<file path="src/rtl/pipe_ctrl_unit.sv">
// Pipelined main-decoder control: ID decode, ID/EX -> EX/MEM -> MEM/WB bundles, load-use stall,
// branch flush and a multi-cycle multiply FSM. Multiply support is built only when CTRL_MUL_EN is defined.
//
// state | meaning
// IDLE  | no multiply occupying EX beyond its first cycle
// BUSY  | multiply held in ID/EX; counter runs down to the exit cycle
module pipe_ctrl_unit #(
    parameter int OPW        = 6,
    parameter int RW         = 5,
    parameter int OP_RTYPE   = 0,
    parameter int OP_ADDI    = 10,
    parameter int OP_LW      = 35,
    parameter int OP_BEQ     = 2,
    parameter int OP_SW      = 43,
    parameter int OP_MUL     = 28,
    parameter int MUL_CYCLES = 4
) (
    input  logic           clk,
    input  logic           rst,
    input  logic [OPW-1:0] opcode_id,
    input  logic [RW-1:0]  rs_id,
    input  logic [RW-1:0]  rt_id,
    input  logic           branch_taken,
    output logic           stall_if,
    output logic [10:0]    ex_ctrl,
    output logic [3:0]     mem_ctrl,
    output logic [1:0]     wb_ctrl,
    output logic           illegal_op,
    output logic           mul_busy
);

    localparam int CW = $clog2(MUL_CYCLES);

    localparam int REGWRITE = 10;
    localparam int MEMTOREG = 7;
    localparam int MEMWRITE = 6;
    localparam int MEMREAD  = 5;
    localparam int ISMUL    = 0;

    // {RegWrite,RegDst,Branch,MemToReg,MemWrite,MemRead,ALUop[1:0],ALUsrc[1:0],IsMul}
    localparam logic [10:0] CTRL_RTYPE = 11'b1_1_0_0_0_0_10_00_0;
    localparam logic [10:0] CTRL_ADDI  = 11'b1_0_0_0_0_0_11_01_0;
    localparam logic [10:0] CTRL_LW    = 11'b1_0_0_1_0_1_00_01_0;
    localparam logic [10:0] CTRL_BEQ   = 11'b0_0_1_0_0_0_01_10_0;
    localparam logic [10:0] CTRL_SW    = 11'b0_0_0_0_1_0_00_01_0;

    typedef enum logic {IDLE, BUSY} mul_state_t;

    mul_state_t      state;
    logic [CW-1:0]   cnt;

    logic [10:0]     dec_ctrl;
    logic            dec_illegal;
    logic [10:0]     idex_ctrl;
    logic [RW-1:0]   idex_rt;
    logic [3:0]      exmem_ctrl;
    logic [1:0]      memwb_ctrl;
    logic            illegal_q;

    logic            load_use;
    logic            flush;
    logic            mul_start;
    logic            mul_hold;

    always_comb begin
        dec_ctrl    = '0;
        dec_illegal = 1'b0;
        case (opcode_id)
            OPW'(OP_RTYPE): dec_ctrl = CTRL_RTYPE;
            OPW'(OP_ADDI):  dec_ctrl = CTRL_ADDI;
            OPW'(OP_LW):    dec_ctrl = CTRL_LW;
            OPW'(OP_BEQ):   dec_ctrl = CTRL_BEQ;
            OPW'(OP_SW):    dec_ctrl = CTRL_SW;
`ifdef CTRL_MUL_EN
            OPW'(OP_MUL):   dec_ctrl = CTRL_RTYPE | 11'd1;
`else
            OPW'(OP_MUL):   dec_illegal = 1'b1;
`endif
            default:        dec_illegal = 1'b1;
        endcase
    end

    assign load_use = idex_ctrl[MEMREAD] && (idex_rt != '0) &&
                      ((idex_rt == rs_id) || (idex_rt == rt_id));
    assign flush     = branch_taken && (state != BUSY);
    // The first EX cycle of a multiply already holds, before the FSM has reached BUSY.
    assign mul_start = (state == IDLE) && idex_ctrl[ISMUL] && !branch_taken;
    assign mul_hold  = mul_start || ((state == BUSY) && (cnt != '0));
    assign stall_if  = mul_hold || (load_use && !flush);

`ifdef CTRL_MUL_EN
    localparam logic [CW-1:0] CNT_FIRST = CW'(MUL_CYCLES - 2);
    localparam logic [CW-1:0] CNT_CHAIN = CW'(MUL_CYCLES - 1);

    mul_state_t    state_nxt;
    logic [CW-1:0] cnt_nxt;

    always_ff @(posedge clk) begin
        if (rst) begin
            state <= IDLE;
            cnt   <= '0;
        end else begin
            state <= state_nxt;
            cnt   <= cnt_nxt;
        end
    end

    always_comb begin
        state_nxt = state;
        cnt_nxt   = cnt;
        case (state)
            IDLE: begin
                if (mul_start) begin
                    state_nxt = BUSY;
                    cnt_nxt   = CNT_FIRST;
                end
            end
            BUSY: begin
                if (cnt != '0) begin
                    cnt_nxt = cnt - CW'(1);
                end else if (dec_ctrl[ISMUL]) begin
                    // Back-to-back multiply: its first EX cycle is spent in BUSY, so count one more.
                    cnt_nxt = CNT_CHAIN;
                end else begin
                    state_nxt = IDLE;
                end
            end
            default: state_nxt = IDLE;
        endcase
    end
`else
    assign state = IDLE;
    assign cnt   = '0;
`endif

    always_ff @(posedge clk) begin
        if (rst) begin
            idex_ctrl  <= '0;
            idex_rt    <= '0;
            exmem_ctrl <= '0;
            memwb_ctrl <= '0;
            illegal_q  <= 1'b0;
        end else begin
            if (flush || (!mul_hold && load_use)) begin
                idex_ctrl <= '0;
                idex_rt   <= '0;
            end else if (!mul_hold) begin
                idex_ctrl <= dec_ctrl;
                idex_rt   <= rt_id;
            end
            exmem_ctrl <= mul_hold ? 4'b0000 :
                          {idex_ctrl[REGWRITE], idex_ctrl[MEMTOREG],
                           idex_ctrl[MEMWRITE], idex_ctrl[MEMREAD]};
            memwb_ctrl <= exmem_ctrl[3:2];
            illegal_q  <= dec_illegal;
        end
    end

    assign ex_ctrl    = idex_ctrl;
    assign mem_ctrl   = exmem_ctrl;
    assign wb_ctrl    = memwb_ctrl;
    assign illegal_op = illegal_q;
    assign mul_busy   = (state == BUSY);

endmodule

</file>
<file path="config.mk">
export PLATFORM = sky130hd
export DESIGN_NAME = pipe_ctrl_unit
export DESIGN_NICKNAME = d
export VERILOG_FILES = /design/src/rtl/pipe_ctrl_unit.sv
export SDC_FILE = /design/constraint.sdc
export NUM_CORES = 1
export LEC_CHECK = 0
export CAP_MARGIN = 20
export CORE_MARGIN = 3
export CORE_UTILIZATION = 40
export DETAILED_ROUTE_END_ITERATION = 12
export PLACE_DENSITY_LB_ADDON = 0.05
export RECOVER_POWER = 25
export SYNTH_ARGS = -nofsm -noshare
export SYNTH_HDL_FRONTEND = slang
export SYNTH_SLANG_ARGS = --single-unit
</file>
<file path="constraint.sdc">
create_clock -name clk -period 2.07 [get_ports clk]
set_input_delay 0.414 -clock clk [delete_from_list [all_inputs] [get_ports clk]]
set_output_delay 0.414 -clock clk [all_outputs]
set_load 0.02 [all_outputs]
</file>
-- Word level (Yosys, flattened, before mapping)
Cells that the tools add are included.
- muxes and demuxes: 2
- reduce and logical (&&, ||, !) cells: 15
- eq/ne operators: 6
- operators by type and width (operator ; number):
    $pmux 11 s5 ; 1
    $eq 6x6->1 const B ; 2
    $eq 5x5->1 ; 2
    $eq 6x2->1 const B ; 1
    $eq 6x4->1 const B ; 1
    $logic_not 6->1 ; 1
    $logic_and 1x1->1 ; 5
    $reduce_bool 5->1 ; 1
    $reduce_or 5->1 ; 1
    $reduce_or 2->1 ; 2
    $logic_or 1x1->1 ; 3
    $logic_not 1->1 ; 2
    $mux 1 ; 1
- bits in registers: 23
- output and inout port bits: 20
- input port bits: 19

-- Longest topological paths before layout
Gate-level depths: netlist of run 1.
- depth after elaboration: 6
- gate-level depth with buffers: 5

-- Worst setup path before layout of run 1
OpenSTA, ideal clock, no wires.
- kind: in2out
- from: input rt_id[4]
- to: output stall_if
- setup slack: 0.289 ns
- stages: 4
- arrival time: 1.367 ns
- path buffers: 0
- required time: 1.656 ns
- cells stage by stage: xnor2_1 -> nand3_1 -> o22a_1 -> nor3_1
- cells in the longest elaborated chain, start to end: 5
- ends and longest elaborated chain (element ; RTL line ; source):
    from (decl) ; 22 ; input logic [RW-1:0] rt_id,
    $eq 5x5->1 ; 84 ; ((idex_rt == rs_id) || (idex_rt == rt_id));
    $logic_or 1x1->1 ; 84 ;
    $logic_and 1x1->1 ; 83 ; assign load_use = idex_ctrl[MEMREAD] && (idex_rt != '0) &&
    $logic_and 1x1->1 ; 89 ; assign stall_if = mul_hold || (load_use && !flush);
    $logic_or 1x1->1 ; 89 ;
    to (decl) ; 24 ; output logic stall_if,
Every way passes these cells.

-- Worst setup path in the final report of run 1
- from: register idex_rt[2]
- to: output stall_if
- cells in the longest elaborated chain, start to end: 5
- ends and longest elaborated chain (element ; RTL line ; source):
    from (decl) ; 55 ; logic [RW-1:0] idex_rt;
    from (signal assigned) ; 149 ; idex_rt <= rt_id;
    $eq 5x5->1 or $reduce_bool 5->1 (tied branches) ; 84, 83 ;
    $logic_or 1x1->1 or $logic_and 1x1->1 (tied branches) ; 84, 83 ;
    $logic_and 1x1->1 (*) ; 83 ;
    $logic_and 1x1->1 (*) ; 89 ;
    $logic_or 1x1->1 (*) ; 89 ;
Mark *: on every way between the ends. The rest lies on a longest branch, timed or not.

==> out/qor.csv, run 1 <==
metric,value,unit
status,"finished, final reports clean",
fp.dieH,51.9,um
synth_compound_area_share,19.4,%
hold_viol_final,0,
hp-class,register to register,
place_area,1300,um2
nets,167,
cp.required,1.66,ns
slew_violations,0,
critical_path_class,register to output pin,
areaGrowthSynthToFinish,70.2,%
root_buffer,clkbuf_4,
synthMuxAreaShare,0,%
yosys.area_share.simple,16.6,%
cts_buffer_depth,2,
synth_area_leaders,"dfxtp_1 45%, xnor2_1 10%, nor2b_1 5.2%",
cp-endpoint,stall_if,
power.net_switching,175,uW
die_area,2700,um2
num_vias,834,
clkSlewWorstSetupHoldPaths,0.10,ns
place_ws,-0.599,ns
cts_buffers,3,
ir_drop,0.473,mV
grt_pass1_vias,897,
io_buffers,36,
die_w,51.9,um
grt_max_degree,12,
fmax,496,MHz
netlist_area,843,um2
place_inst,159,
cts_tree,yes,
rsz0062_at_grt,yes,
first_pass_iters,4,
maxCapViolations,0,
gr-total-overflow,0,
yosys.area.top_type,dfxtp_1,
synth_xor_area_share,10.4,%
cp_max_fo,2,
synth_area_per_cell,9.48,um2
r2r-end,ex_ctrl[10],
drive_gt1_share,27.2,%
fin_ws,0.0532,ns
drcViolationCount,0,
comb_power_share,20.8,%
switching_share,24.9,%
seq_power_share,53.5,%
synthAdderAreaFrac,0,%
grt_util_all_layers,16.8,%
startpoint,idex_rt[2],
h-tree-depth,1,
grt_pass1_wl,3440,um
drtAntennaViolNets,0,
setup_viol,0,
initial_core_util,45.4,%
clock_latency,0.29,ns
synth_top_area_share,45.1,%
ys_seq_area_share,45.1,%
fin_setup_tns,0,ns
ys_types,27,
p_int,528,uW
synth-seq-cells,19,
rows,15,
cts_sinks,19,
coreArea,1860,um2
power_leakage,0.000591,uW
wl_per_cell,12.6,um
worst_clock_skew,0.000472,ns
synth_warnings,0,
instances_no_fill,172,
syn_inst,89,
period_share,97.4,%
antenna_found_initial,0,
pwr-share-clk,25.7,%
rrSetupSlack,0.10,ns
p_per_area,490,nW/um2
gp_congestion,0.961,
startpoint_type,register,
via_per_inst,4.85,
pin_count,39,
end_kind,output pin,
drt-total-wl,2170,um
fin_area,1440,um2
r2r_cells,11,
n_fill_cell,127,
crit_arrival,1.60,ns
synth_top_family_by_area,compound AO/OA/AOI/OAI gates,
post-route-min-period,2.02,ns
first_iter_violations,15,
antennaDiodeCount,0,
hpwl,1550,um
reg2reg_from,idex_rt[2],
utilization,77.2,%
-- synthesized netlist by cell type, drive strengths merged --
| cell type | number |
|---|---|
| buf | 7 |
| inv | 4 |
| nand2 | 9 |
| and3b | 1 |
| o22a | 1 |
| nand3 | 3 |
| nor2b | 7 |
| a221oi | 1 |
| nor3 | 2 |
| a21oi | 8 |
| o21a | 1 |
| o2111a | 1 |
| a2111oi | 3 |
| dfxtp | 19 |
| or4 | 1 |
| or3 | 1 |
| nor2 | 4 |
| xnor2 | 10 |
| o221a | 1 |
| conb | 1 |
| o21ai | 2 |
| o22ai | 1 |
| a211oi | 1 |
-- logic make-up (layout without fill, tap and decap cells) --
logic type / Yosys count / count (layout)
AOI/OAI and AO/OA: 20 / 20
xor gates and xnor gates: 10 / 10
buffers and inverters: 11 / 68
DFF: 19 / 19
other: 1 / 2
and+or+nand+nor: 28 / 28
-- state kept, by name, summed over array words and instances, names as in the netlist --
signal / count
illegal_op: 1
ex_ctrl: 8
wb_ctrl: 2
mem_ctrl: 3
idex_rt: 5
-- critical path, cell delays in order, from the launching register on --
cell	delay, ns
dfxtp_2	0.34
or4_4	0.52
o21a_1	0.20
inv_2	0.08
nor3_4	0.04
buf_6	0.13
-- layout make-up --
| type | count | area [um2] | share of cell area [%] |
|---|---|---|---|
| Sequential cell | 19 | 383 | 26.7 |
| Clock inverter | 1 | 5.00 | 0.349 |
| Clock buffer | 3 | 22.5 | 1.57 |
| Multi-Input combinational cell | 60 | 442 | 30.8 |
| Inverter | 4 | 15.0 | 1.05 |
| Timing Repair Buffer | 60 | 537 | 37.4 |
| Tap cell | 25 | 31.3 | 2.18 |
-- metrics by stage --
stage	hold slack (ns)	power [uW]
after floorplan	0.478	435
after global placement	0.442	506
after detailed placement	0.458	508
after CTS	0.475	698
after global routing	0.488	741
final	0.471	704
-- cells in the final DEF (no fill, tap or decap), types with 2 or more instances in the layout --
master	Yosys	final
dfxtp_2	0	2
inv_1	4	3
nand2_1	9	9
a21oi_1	8	8
dlygate4sd2_1	0	7
o21ai_0	2	2
xnor2_2	0	3
buf_4	5	22
clkdlybuf4s50_1	0	24
nand3_1	3	2
conb_1	1	2
xnor2_1	10	7
nor2b_1	7	7
clkbuf_4	0	4
dfxtp_1	19	17
dlymetal6s2s_1	0	3
nor2_1	4	4
-- routing by layer --
metal | up-vias | part of all wire (%) | routed length, um | global-route usage [%]
met5 | - | 0 | 0 | 0
met4 | 0 | 0.42 | 9 | 8.30
met3 | 2 | 6.6 | 144 | 3.15
met2 | 33 | 54 | 1180 | 31.2
met1 | 381 | 38 | 834 | 17.8
li1 | 418 | - | - | -
-- worst min path at each step --
stage | startpoint | to | slack (ns) | depth (start not counted)
after floorplan | opcode_id[3] | ex_ctrl[9] | 0.48 | 1
after global placement | mem_ctrl[3] | wb_ctrl[1] | 0.44 | 1
after detailed placement | mem_ctrl[3] | wb_ctrl[1] | 0.46 | 1
after CTS | ex_ctrl[6] | mem_ctrl[1] | 0.48 | 1
after global routing | ex_ctrl[6] | mem_ctrl[1] | 0.49 | 1
final | ex_ctrl[6] | mem_ctrl[1] | 0.47 | 1
-- timing repair --
| action | in CTS | in global routing |
|---|---|---|
| buffers inserted | 7 | 2 |
| gates resized for setup | 17 | 10 |
| hold endpoints to repair | 0 | 0 |
| hold buffers | 0 | 0 |
| setup endpoints to repair | 1 | 6 |
| pin swaps | 7 | 10 |
-- power groups by stage --
stage / registers [uW] / logic [uW] / clock network (uW)
after global placement: 385 / 121 / 0
after global routing: 378 / 157 / 207
final: 377 / 147 / 181
after detailed placement: 385 / 123 / 0
after floorplan: 387 / 47.5 / 0
after CTS: 376 / 133 / 189
Power figures use the tool's default switching activity.
==> inputs of run 2 (changes only) <==
- CORE_MARGIN: 3 -> 2
==> run 2 against run 1 <==
Compared with the run above:
- the run now ends with setup timing left
- via count increased by 2.0%
- clock power rose by 5%
- critical path type unchanged
- register-to-register slack improved by 0.03 ns
- worst hold slack got worse by 0.0022 ns
- core utilization fell by 4.0 points
- count of clock-buffer cells in the layout did not move
- wire length grew 5.1%
- sequential share of layout area is 0.13 points lower
- largest power group unchanged
- sequential power about the same
- combinational power about the same
- first-iteration DRC count is 53% higher
- highest routed layer unchanged
==> out/qor.csv, run 2 (synthesized netlist as in run 1, its figures left out) <==
metric,value,unit,change
hold_buffers,0,,unchanged
startpoint_type,register,,
num_vias,851,,+2.0%
hold_viol_final,0,,unchanged
drcViolationCount,0,,unchanged
hpwl,1530,um,-1.2%
rows,16,,+1
slew_violations,0,,unchanged
drt-total-wl,2280,um,+5.1%
initial_core_util,42.6,%,-2.8 points
antennaDiodeCount,0,,unchanged
die_w,49.9,um,-3.9%
p_per_area,492,nW/um2,+0.27%
fp.dieH,49.9,um,-3.9%
grt_max_degree,12,,unchanged
nets,172,,+3.0%
layout_common_cells,"28 x buf_4, 25 x clkdlybuf4s50_1, 17 x dfxtp_1, 10 x xnor2_1, 9 x nand2_1",,
cts_buffer_depth,2,,unchanged
setup_viol,1,,+1
h-tree-depth,1,,unchanged
cts_buffers,3,,unchanged
cp_max_fo,3,,+1
clock_latency,0.30,ns,about the same
period_share,101,%,+4.1 points
clkSlewWorstSetupHoldPaths,0.11,ns,about the same
status,"finished, violations left",,
coreArea,1980,um2,+6.7%
drtAntennaViolNets,0,,unchanged
fin_setup_tns,-0.0310,ns,-0.0310 ns
instances_no_fill,179,,+4.1%
hp-class,register to register,,
first_pass_iters,4,,unchanged
cts_tree,yes,,
rsz0062_at_grt,yes,,
wl_per_cell,12.7,um,+0.97%
grt_pass1_vias,775,,-14%
cts_sinks,19,,unchanged
n_fill_cell,139,,+9.4%
die_area,2490,um2,-7.6%
pin_count,39,,unchanged
fin_ws,-0.0310,ns,-0.0842 ns
largest_reg_flops,8,,unchanged
place_inst,160,,+0.63%
io_buffers,36,,unchanged
first_iter_violations,23,,+8
drive_gt1_share,27.6,%,+0.42 points
gr-total-overflow,0,,unchanged
worst_clock_skew,0.00153,ns,+0.00106 ns
end_kind,output pin,,
grt_pass1_wl,3540,um,+2.8%
power_leakage,0.000597,uW,+1.0%
maxCapViolations,0,,unchanged
failed_checks,setup timing,,
root_buffer,clkbuf_4,,
grt_util_all_layers,18.9,%,+2.0 points
crit_arrival,1.69,ns,+0.09 ns
mostFrequentLayoutCell,buf_4,,
ir_drop,0.430,mV,-9.1%
cp.required,1.66,ns,about the same
post-route-min-period,2.10,ns,+0.0842 ns
critical_path_class,register to output pin,,
via_per_inst,4.75,,-2.0%
antenna_found_initial,0,,unchanged
gp_congestion,0.894,,-7.0%
areaGrowthSynthToFinish,72.1,%,
fmax,476,MHz,-4.0%
[run 2: cell count changes in the layout (fill, tap and decap cells not counted), sizes merged]
| cell | before | now |
|---|---|---|
| buf | 23 | 28 |
| clkdlybuf4s50 | 24 | 25 |
| dlymetal6s2s | 3 | 4 |
| dlygate4sd2 | 7 | 5 |
[run 2: cell type report]
class	count	area (um2)	area share [%]
Timing Repair Buffer	65	576	39.7
Multi-Input combinational cell	60	414	28.5
Sequential cell	19	385	26.6
Tap cell	27	33.8	2.33
Clock buffer	3	22.5	1.55
Inverter	4	15.0	1.03
Clock inverter	1	5.00	0.345
[run 2: routing by layer]
layer  global-route usage (%)  up-vias  share of wire (%)  routed length (um)
met3                     5.45        4                5.4                 123
li1                         -      427                  -                   -
met4                     5.56        0               0.92                  21
met2                     32.4       33                 51                1160
met1                     22.6      387                 43                 976
met5                        0        -                  0                   0
[run 2: path summary, 6_finish.rpt]
check | start | endpoint | slack, ns | cells past startpoint
hold reg to reg | ex_ctrl[6] | mem_ctrl[1] | 0.47 | 1
hold / removal | ex_ctrl[6] | mem_ctrl[1] | 0.47 | 1
setup reg to reg | idex_rt[4] | ex_ctrl[8] | 0.13 | 5
setup / recovery | idex_rt[4] | stall_if | -0.03 | 5
[run 2: timing repair]
action | CTS | global route
pin swaps | 4 | 10
setup buffers | 9 | 6
endpoints found under the setup margin | 1 | 1
gates resized for setup | 14 | 8
[run 2: worst max-delay path, stage by stage (launching register included)]
cell and delay [ns]:
dfxtp_2 0.35, or4_4 0.53, o21a_1 0.23, inv_2 0.08, nor3_2 0.04, buf_4 0.16
[run 2: where the power goes]
group          switching (uW)  internal [uW]
logic                    60.6           86.7
registers                4.87            371
clock network             118           72.0
total                     184            530
[run 2: stage by stage]
stage | worst slack, ns | total power (uW) | cell area, um2 | hold WS (ns) | utilization (%)
3_5_place_dp | -0.593 | 504 | 1290 | 0.453 | 65.3
4_1_cts | 0.00495 | 708 | 1390 | 0.471 | 69.9
5_1_grt | -0.0987 | 759 | 1450 | 0.475 | 73.2
2_1_floorplan | 0.289 | 435 | 847 | 0.478 | -
3_3_place_gp | -0.576 | 503 | 1290 | 0.448 | 65.3
6_report | -0.0310 | 714 | 1450 | 0.469 | 73.2
==> inputs of run 3 (changes only) <==
- CORE_UTILIZATION: 40 -> 36
- clock period: 2.07 -> 1.7 ns (I/O delays scaled with it)
==> run 3 against run 2 <==
Compared with the run above:
- the flow still finishes with violations (setup timing)
- sequential cell count is the same
- setup slack lost 0.23 ns
- first-iteration DRC count shrank 78%
- largest power group unchanged
- count of clock-buffer cells in the layout is the same
==> out/qor.csv, run 3 (synthesized netlist as in run 1, its figures left out) <==
metric,value,unit,change
status,"finished, violations left",,
failed_checks,setup timing,,
initial_core_util,38.1,%,-4.4 points
cp.required,1.36,ns,-0.30 ns
fmax,509,MHz,
nets,169,,-1.7%
ir_drop,0.456,mV,+5.9%
clkSlewWorstSetupHoldPaths,0.10,ns,about the same
rsz0062_at_grt,yes,,
antenna_found_initial,0,,unchanged
cp_cell_sequence,clkdlybuf4s50_1 > xnor2_2 > nand3_2 > o22a_1 > nor3_2 > buf_4,,
antennaDiodeCount,0,,unchanged
num_vias,795,,-6.6%
drt-total-wl,2010,um,-12%
drcViolationCount,0,,unchanged
grt_util_all_layers,15.2,%,-3.7 points
n_fill_cell,208,,+50%
drtAntennaViolNets,0,,unchanged
io_buffers,36,,unchanged
via_per_inst,4.49,,-5.5%
worst_clock_skew,0.00220,ns,+0.000667 ns
h-tree-depth,1,,unchanged
die_w,52.4,um,+5.0%
fin_ws,-0.266,ns,-0.235 ns
cts_tree,yes,,
pin_count,39,,unchanged
crit_arrival,1.63,ns,-0.06 ns
hold_viol_final,0,,unchanged
first_pass_iters,4,,unchanged
mostFrequentLayoutCell,clkdlybuf4s50_1,,
coreArea,2210,um2,+12%
cts_buffer_depth,2,,unchanged
slew_violations,0,,unchanged
root_buffer,clkbuf_4,,
grt_pass1_wl,3010,um,-15%
hpwl,1500,um,-1.8%
drive_gt1_share,28.9,%,+1.2 points
fin_setup_tns,-0.280,ns,-0.249 ns
gp_congestion,0.791,,-12%
cp_max_fo,2,,-1
fin_area,1480,um2,+1.6%
hp-class,input port to register,,
wl_per_cell,11.3,um,-11%
rows,17,,+1
areaGrowthSynthToFinish,74.9,%,
hold_buffers,0,,unchanged
end_kind,output pin,,
post-route-min-period,1.97,ns,
fp.dieH,52.4,um,+5.0%
largest_reg_flops,8,,unchanged
grt_pass1_vias,778,,+0.39%
setup_viol,3,,+2
p_per_area,580,nW/um2,+18%
die_area,2750,um2,+10%
grt_max_degree,12,,unchanged
layout_common_cells,"25 x clkdlybuf4s50_1, 23 x buf_4, 17 x dfxtp_1, 9 x nand2_1, 8 x a21oi_1",,
power_leakage,0.000617,uW,+3.3%
critPathSlowestCell,clkdlybuf4s50_1,,
critical_path_class,input port to output pin,,
first_iter_violations,5,,-78%
startpoint_type,input port,,
place_area,1350,um2,+4.2%
cts_buffers,3,,unchanged
period_share,116,%,
maxCapViolations,0,,unchanged
clock_latency,0.29,ns,about the same
cts_sinks,19,,unchanged
gr-total-overflow,0,,unchanged
cp_slowest_stage_delay,0.50,ns,-0.03 ns
-- run 3: changes by cell type in the layout (fill, tap and decap cells not counted), moves of 2 or more --
cell	before	now
clkbuf_1	1	3
buf_4	28	23
dlygate4sd2_1	5	2
xnor2_2	0	3
xnor2_1	10	7
dlymetal6s2s_1	4	6
-- run 3: cell type report --
| type | instances | area (um2) | area share (%) |
|---|---|---|---|
| clock buffers | 3 | 22.5 | 1.53 |
| clock inverters | 1 | 5.00 | 0.339 |
| inverters | 4 | 15.0 | 1.02 |
| multi-input cells | 60 | 459 | 31.1 |
| flip-flops and latches | 19 | 383 | 26.0 |
| well taps | 28 | 35.0 | 2.37 |
| repair buffers | 62 | 556 | 37.7 |
-- run 3: final timing paths --
| path | from | depth (start not counted) | end | slack (ns) |
|---|---|---|---|---|
| min reg2reg | ex_ctrl[6] | 1 | mem_ctrl[1] | 0.47 |
| max | rs_id[2] | 6 | stall_if | -0.27 |
| max reg2reg | idex_rt[2] | 4 | ex_ctrl[1] | -0.01 |
| min | rt_id[4] | 3 | idex_rt[4] | 0.32 |
-- run 3: worst max-delay path, delay by kind of cell --
kind	cells	cell delay, ns
XOR/XNOR	1	0.12
buffers and inverters	2	0.67
AND/OR/NAND/NOR	2	0.29
AO/OA/AOI/OAI	1	0.20
-- run 3: what timing repair did --
action	CTS	global route
buffers inserted	2	3
pin swaps	5	9
resized for setup	13	15
setup endpoints to repair	4	9
-- run 3: through the flow --
stage                     hold WS (ns)  worst slack [ns]  instances  power, uW  util [%]
after floorplan                  0.404           0.00741         90        529         -
after global placement           0.444            -0.829        168        624      60.9
after detailed placement         0.452            -0.829        168        625      60.9
after CTS                        0.424            -0.280        174        846      63.2
after global routing             0.306            -0.328        177        907      66.7
final                            0.317            -0.266        177        855      66.7
-- run 3: per-layer routing --
layer	track usage, %	vias up	wire length [um]
li1	-	421	-
met1	16.6	351	872
met2	27.1	21	1030
met3	1.71	2	80
met4	10.3	0	27
met5	0	-	0
-- run 3: where the power goes --
part	switching, uW	leakage, uW	internal (uW)
Clock	135	0.0000177	87.4
Sequential	5.51	0.000155	453
Combinational	72.0	0.000444	102
Total	213	0.000617	642
